File: src/rtl/aw_w_round_robin_arbiter_pkg.sv
// axi_node_pkg: shared FSM type, idle-select code and round-robin search for the write-path arbiter
package axi_node_pkg;
  localparam int MAX_REQ = 7;
  // "none" select code of the standard 5-port node, also its default port count
  localparam int SEL_NONE = 5;
  typedef enum logic {ARB = 1'b0, GRANT = 1'b1} aw_state_t;
  // First set bit of req searching from (ptr+1) mod n upward with wrap; n when none set
  function automatic int rr_next(input logic [MAX_REQ-1:0] req, input int ptr, input int n);
    logic [2:0] idx;
    rr_next = n;
    for (int i = MAX_REQ; i >= 1; i--) begin
      idx = 3'((ptr + i) % n);
      if (i <= n && req[idx])
        rr_next = int'(idx);
    end
  endfunction
endpackage

File: src/rtl/aw_w_round_robin_arbiter_w_order_fifo.sv
// w_order_fifo: records granted AW port indices so W bursts follow AW order
module w_order_fifo #(
  parameter int W = 3,
  parameter int DEPTH = 4
) (
  input  logic         clk,
  input  logic         reset,
  input  logic         push,
  input  logic         pop,
  input  logic [W-1:0] din,
  output logic         full,
  output logic         empty,
  output logic [W-1:0] head
);
  localparam int AW = $clog2(DEPTH);
  logic [W-1:0] mem [DEPTH];
  logic [AW-1:0] wr_ptr;
  logic [AW-1:0] rd_ptr;
  logic [AW:0] count;
  logic wr;
  logic rd;
  assign rd = pop && !empty;
  assign wr = push && (!full || rd);
  assign full = count == (AW+1)'(DEPTH);
  assign empty = count == '0;
  assign head = mem[rd_ptr];
  always_ff @(posedge clk or posedge reset)
    if (reset) begin
      wr_ptr <= '0;
      rd_ptr <= '0;
      count <= '0;
      for (int i = 0; i < DEPTH; i++)
        mem[i] <= '0;
    end else begin
      if (wr)
        mem[wr_ptr] <= din;
      wr_ptr <= wr ? wr_ptr + 1'b1 : wr_ptr;
      rd_ptr <= rd ? rd_ptr + 1'b1 : rd_ptr;
      count <= count + (AW+1)'(wr) - (AW+1)'(rd);
    end
endmodule

File: src/rtl/aw_w_round_robin_arbiter.sv
// aw_w_round_robin_arbiter: round-robin AW arbitration with W bursts steered in AW grant order
module aw_w_round_robin_arbiter
  import axi_node_pkg::*;
#(
  parameter int NUM_REQ = SEL_NONE,
  parameter int SEL_W = $clog2(NUM_REQ + 1),
  parameter int FIFO_DEPTH = 4
) (
  input  logic               clk,
  input  logic               reset,
  input  logic [NUM_REQ-1:0] AWVALID,
  output logic [NUM_REQ-1:0] AWREADY,
  output logic               M_AWVALID,
  input  logic               M_AWREADY,
  output logic [SEL_W-1:0]   AW_SLV_sel,
  input  logic [NUM_REQ-1:0] WVALID,
  input  logic [NUM_REQ-1:0] WLAST,
  output logic [NUM_REQ-1:0] WREADY,
  output logic               M_WVALID,
  input  logic               M_WREADY,
  output logic [SEL_W-1:0]   W_SLV_sel,
  output logic               fifo_full
);
  localparam logic [SEL_W-1:0] NONE = SEL_W'(NUM_REQ);
  aw_state_t state;
  logic [SEL_W-1:0] aw_sel;
  logic [SEL_W-1:0] rr_ptr;
  logic [SEL_W-1:0] winner;
  logic [SEL_W-1:0] head;
  logic push;
  logic pop;
  logic empty;
  assign winner = SEL_W'(rr_next(MAX_REQ'(AWVALID), int'(rr_ptr), NUM_REQ));
  assign push = state == GRANT && M_AWREADY;
  assign M_AWVALID = state == GRANT;
  assign AW_SLV_sel = aw_sel;
  assign AWREADY = push ? NUM_REQ'(1) << aw_sel : '0;
  assign W_SLV_sel = empty ? NONE : head;
  assign M_WVALID = !empty && WVALID[head];
  assign WREADY = (!empty && M_WREADY) ? NUM_REQ'(1) << head : '0;
  assign pop = M_WVALID && M_WREADY && WLAST[head];
  // Full is only checked in ARB, so a grant already issued always completes
  always_ff @(posedge clk or posedge reset)
    if (reset) begin
      state <= ARB;
      aw_sel <= NONE;
      rr_ptr <= SEL_W'(NUM_REQ - 1);
    end else if (state == ARB) begin
      if (|AWVALID && !fifo_full) begin
        aw_sel <= winner;
        state <= GRANT;
      end
    end else if (M_AWREADY) begin
      aw_sel <= NONE;
      rr_ptr <= aw_sel;
      state <= ARB;
    end
  w_order_fifo #(
    .W(SEL_W),
    .DEPTH(FIFO_DEPTH)
  ) u_fifo (
    .clk(clk),
    .reset(reset),
    .push(push),
    .pop(pop),
    .din(aw_sel),
    .full(fifo_full),
    .empty(empty),
    .head(head)
  );
endmodule

File: config.mk
export PLATFORM = sky130hd
export DESIGN_NAME = aw_w_round_robin_arbiter
export DESIGN_NICKNAME = d
export VERILOG_FILES = /design/src/rtl/aw_w_round_robin_arbiter_pkg.sv /design/src/rtl/aw_w_round_robin_arbiter_w_order_fifo.sv /design/src/rtl/aw_w_round_robin_arbiter.sv
export SDC_FILE = /design/constraint.sdc
export NUM_CORES = 1
export LEC_CHECK = 0
export ABC_AREA = 1
export CAP_MARGIN = 20
export CELL_PAD_IN_SITES_DETAIL_PLACEMENT = 1
export CELL_PAD_IN_SITES_GLOBAL_PLACEMENT = 1
export CORE_MARGIN = 8
export CORE_UTILIZATION = 41
export DETAILED_ROUTE_END_ITERATION = 10
export GPL_TIMING_DRIVEN = 1
export MAX_ROUTING_LAYER = met4
export PLACE_DENSITY = 0.91
export REMOVE_ABC_BUFFERS = 1
export SETUP_SLACK_MARGIN = 0.5
export SLEW_MARGIN = 30
export SYNTH_ARGS = -nofsm -noshare
export SYNTH_HDL_FRONTEND = slang
export SYNTH_SLANG_ARGS = --single-unit
File: constraint.sdc
create_clock -name clk -period 5.8 [get_ports clk]
set_input_delay 0.87 -clock clk [delete_from_list [all_inputs] [get_ports clk]]
set_output_delay 0.87 -clock clk [all_outputs]
set_load 0.02 [all_outputs]
==> metrics <==
synth unique cells=38; Core Region=7100 um2; via count=2909; Ys Warns=0; Starting Density=41.5%; latest clock arrival within the worst-skew pair=0.29 ns; antenna violations before repair=0; fill count=941; Final TNS setup=0 ns; ANT nets after route=0; synthesized netlist cell count=432; Layout area overhead=18.3%; syn_area_per_cell=6.81 um2; IO Pins=38; Max-Cap Viols=0; initial drt markers=85; met3 wire len=177 um; most frequent cells in the layout=nand2_1 (111), inv_1 (70), clkdlybuf4s50_1 (37); detailed-route wire length per cell=14.7 um; Worst Path Arrival=4.59 ns; total global routing overflow=0; Hold Crit Class=register to register; sequential area share after synthesis=22.2%; Critical Path Source Type=register; Post-Syn Area=2940 um2; DR top layer=met4; Via density=5.11; M1 WL=3740 um; Root Driver=clkbuf_8; H-tree depth=1; maximum clock frequency=229 MHz; Final Hold Viols=0; RePlAce Congestion=0.871; crit path time final=4.36 ns; IO buf count=37; fraction of registers with async set or reset after synthesis=100%; Final Max Tran Viols=0; Slew HR=62.6%; post_cts resized=0; Worst setup EP type=register; dpl hpwl=6730 um; TritonCTS clock tree=done; Worst Skew=0.00389 ns; CTS Buffer Depth=2; data required time at the worst endpoint=6.03 ns; critical path class=register to register; final critical-path share of the clock period=75.2%; Post-CTS Setup Inserts=0; largest net degree at the start of global routing=27; clock net sink count=26; die height=101 um; GR Util All Layers=17.7%; Post-Route WL=8360 um; std cell rows=31; Nets=526; Slew @ Worst Pin=0.559 ns; DRC Markers=0; status=completed; EDFF count, synth=0; vias in the first global route=3036; crit path max fanout=19; cts hold-fix bufs=0; n_diodes=0; first-pass GRT wire length=14200 um; Die ar.=10100 um2; post-synthesis register bit count=26; die width=101 um; final setup violation count=0; Synth Flop Type=dfrtp_1; commonest non-fill, non-tap cell in the layout=nand2_1; Clock Pin Slew Worst Setup and Hold Paths=0.09 ns; unrepaired setup endpoints after global routing=no; met2 WL=4270 um; share of post-route cells with drive strength above 1=9.79%; Pre-antenna DRT Iters=4; CTS buffer count=3
-- critical path, cell delays in order, from the launching register on --
cell	delay, ns
dfrtp_1	0.34
buf_4	0.23
clkinv_1	0.44
ha_1	0.61
inv_1	0.20
ha_1	0.27
nor2_1	0.12
nand2_2	0.08
nand2_2	0.11
xor2_2	0.23
ha_1	0.21
inv_1	0.05
or2_2	0.28
nand3_2	0.12
nand2_2	0.10
nand2_1	0.11
nand3_1	0.08
nand3_1	0.09
nand2_1	0.07
a21oi_2	0.15
nand2_1	0.07
nand2_1	0.05
nand2_1	0.05
nand2_1	0.06
nand2_1	0.07
a21oi_2	0.12
-- sequential cells by signal (all words and copies together) (netlist names) --
signal	cells
M_AWVALID	1
u_fifo.wr_ptr	2
u_fifo.mem	12
u_fifo.count	3
u_fifo.rd_ptr	2
AW_SLV_sel	3
rr_ptr	3
-- synthesized netlist by cell type, types with 7 or more instances --
cell     instances  share of area, %
inv_1           71               9.1
o21ai_0         16               2.7
o21a_1           9               2.3
nand2_2         12               2.5
nand2_1        111                14
dfrtp_1         23                20
nor3_1           7               1.2
ha_1            34                14
nor2_1          28               3.6
a21oi_1          9               1.5
nand3_1         36               6.1
o21ai_1          8               1.4
-- per-stage QoR --
stage	util, %	cell area, um2	std cells	setup WS (ns)	hold slack, ns
5_1_grt	49.1	3480	569	0.920	0.537
3_3_place_gp	48.3	3430	565	1.74	0.476
2_1_floorplan	-	2930	428	1.87	0.459
4_1_cts	49.1	3480	569	1.41	0.508
6_report	49.1	3480	569	1.44	0.505
3_5_place_dp	48.3	3430	565	1.43	0.480
-- cells by family after synthesis --
logic type	count (synthesis)	synth area share, %
flops	26	22.2
fa+ha+maj	36	15.8
compound gates	59	12.7
xor+xnor	11	4.04
buf+inv	79	10.2
simple gates	221	35.0
-- final cells by class --
| type | instances | area, um2 | share of cell area [%] |
|---|---|---|---|
| Timing Repair Buffer | 38 | 378 | 10.9 |
| Inverter | 75 | 282 | 8.08 |
| Multi-Input combinational cell | 327 | 1990 | 57.1 |
| Sequential cell | 26 | 654 | 18.8 |
| Clock buffer | 4 | 55.1 | 1.58 |
| Tap cell | 99 | 124 | 3.56 |
-- worst paths after layout --
kind / cells past startpoint / slack [ns] / from / to
worst max-delay path: 25 / 1.44 / rr_ptr[0] / AW_SLV_sel[2]
worst min-delay path: 1 / 0.51 / u_fifo.mem[11] / u_fifo.mem[11]
worst max register to register: 25 / 1.44 / rr_ptr[0] / AW_SLV_sel[2]
min in group asynchronous: 2 / 0.95 / reset / u_fifo.mem[0]
worst min register to register: 1 / 0.51 / u_fifo.mem[11] / u_fifo.mem[11]
max in group asynchronous: 2 / 4.47 / reset / AW_SLV_sel[0]
-- routing by layer --
layer  vias up  track usage, %
li1       1450               -
met1      1414            20.3
met2        33            31.6
met3        12            1.52
met4         0            6.05
met5         -               -
Power is left out: the tool's default activity adds up to more than one toggle a clock period on the data nets, which glitch-free logic cannot reach.
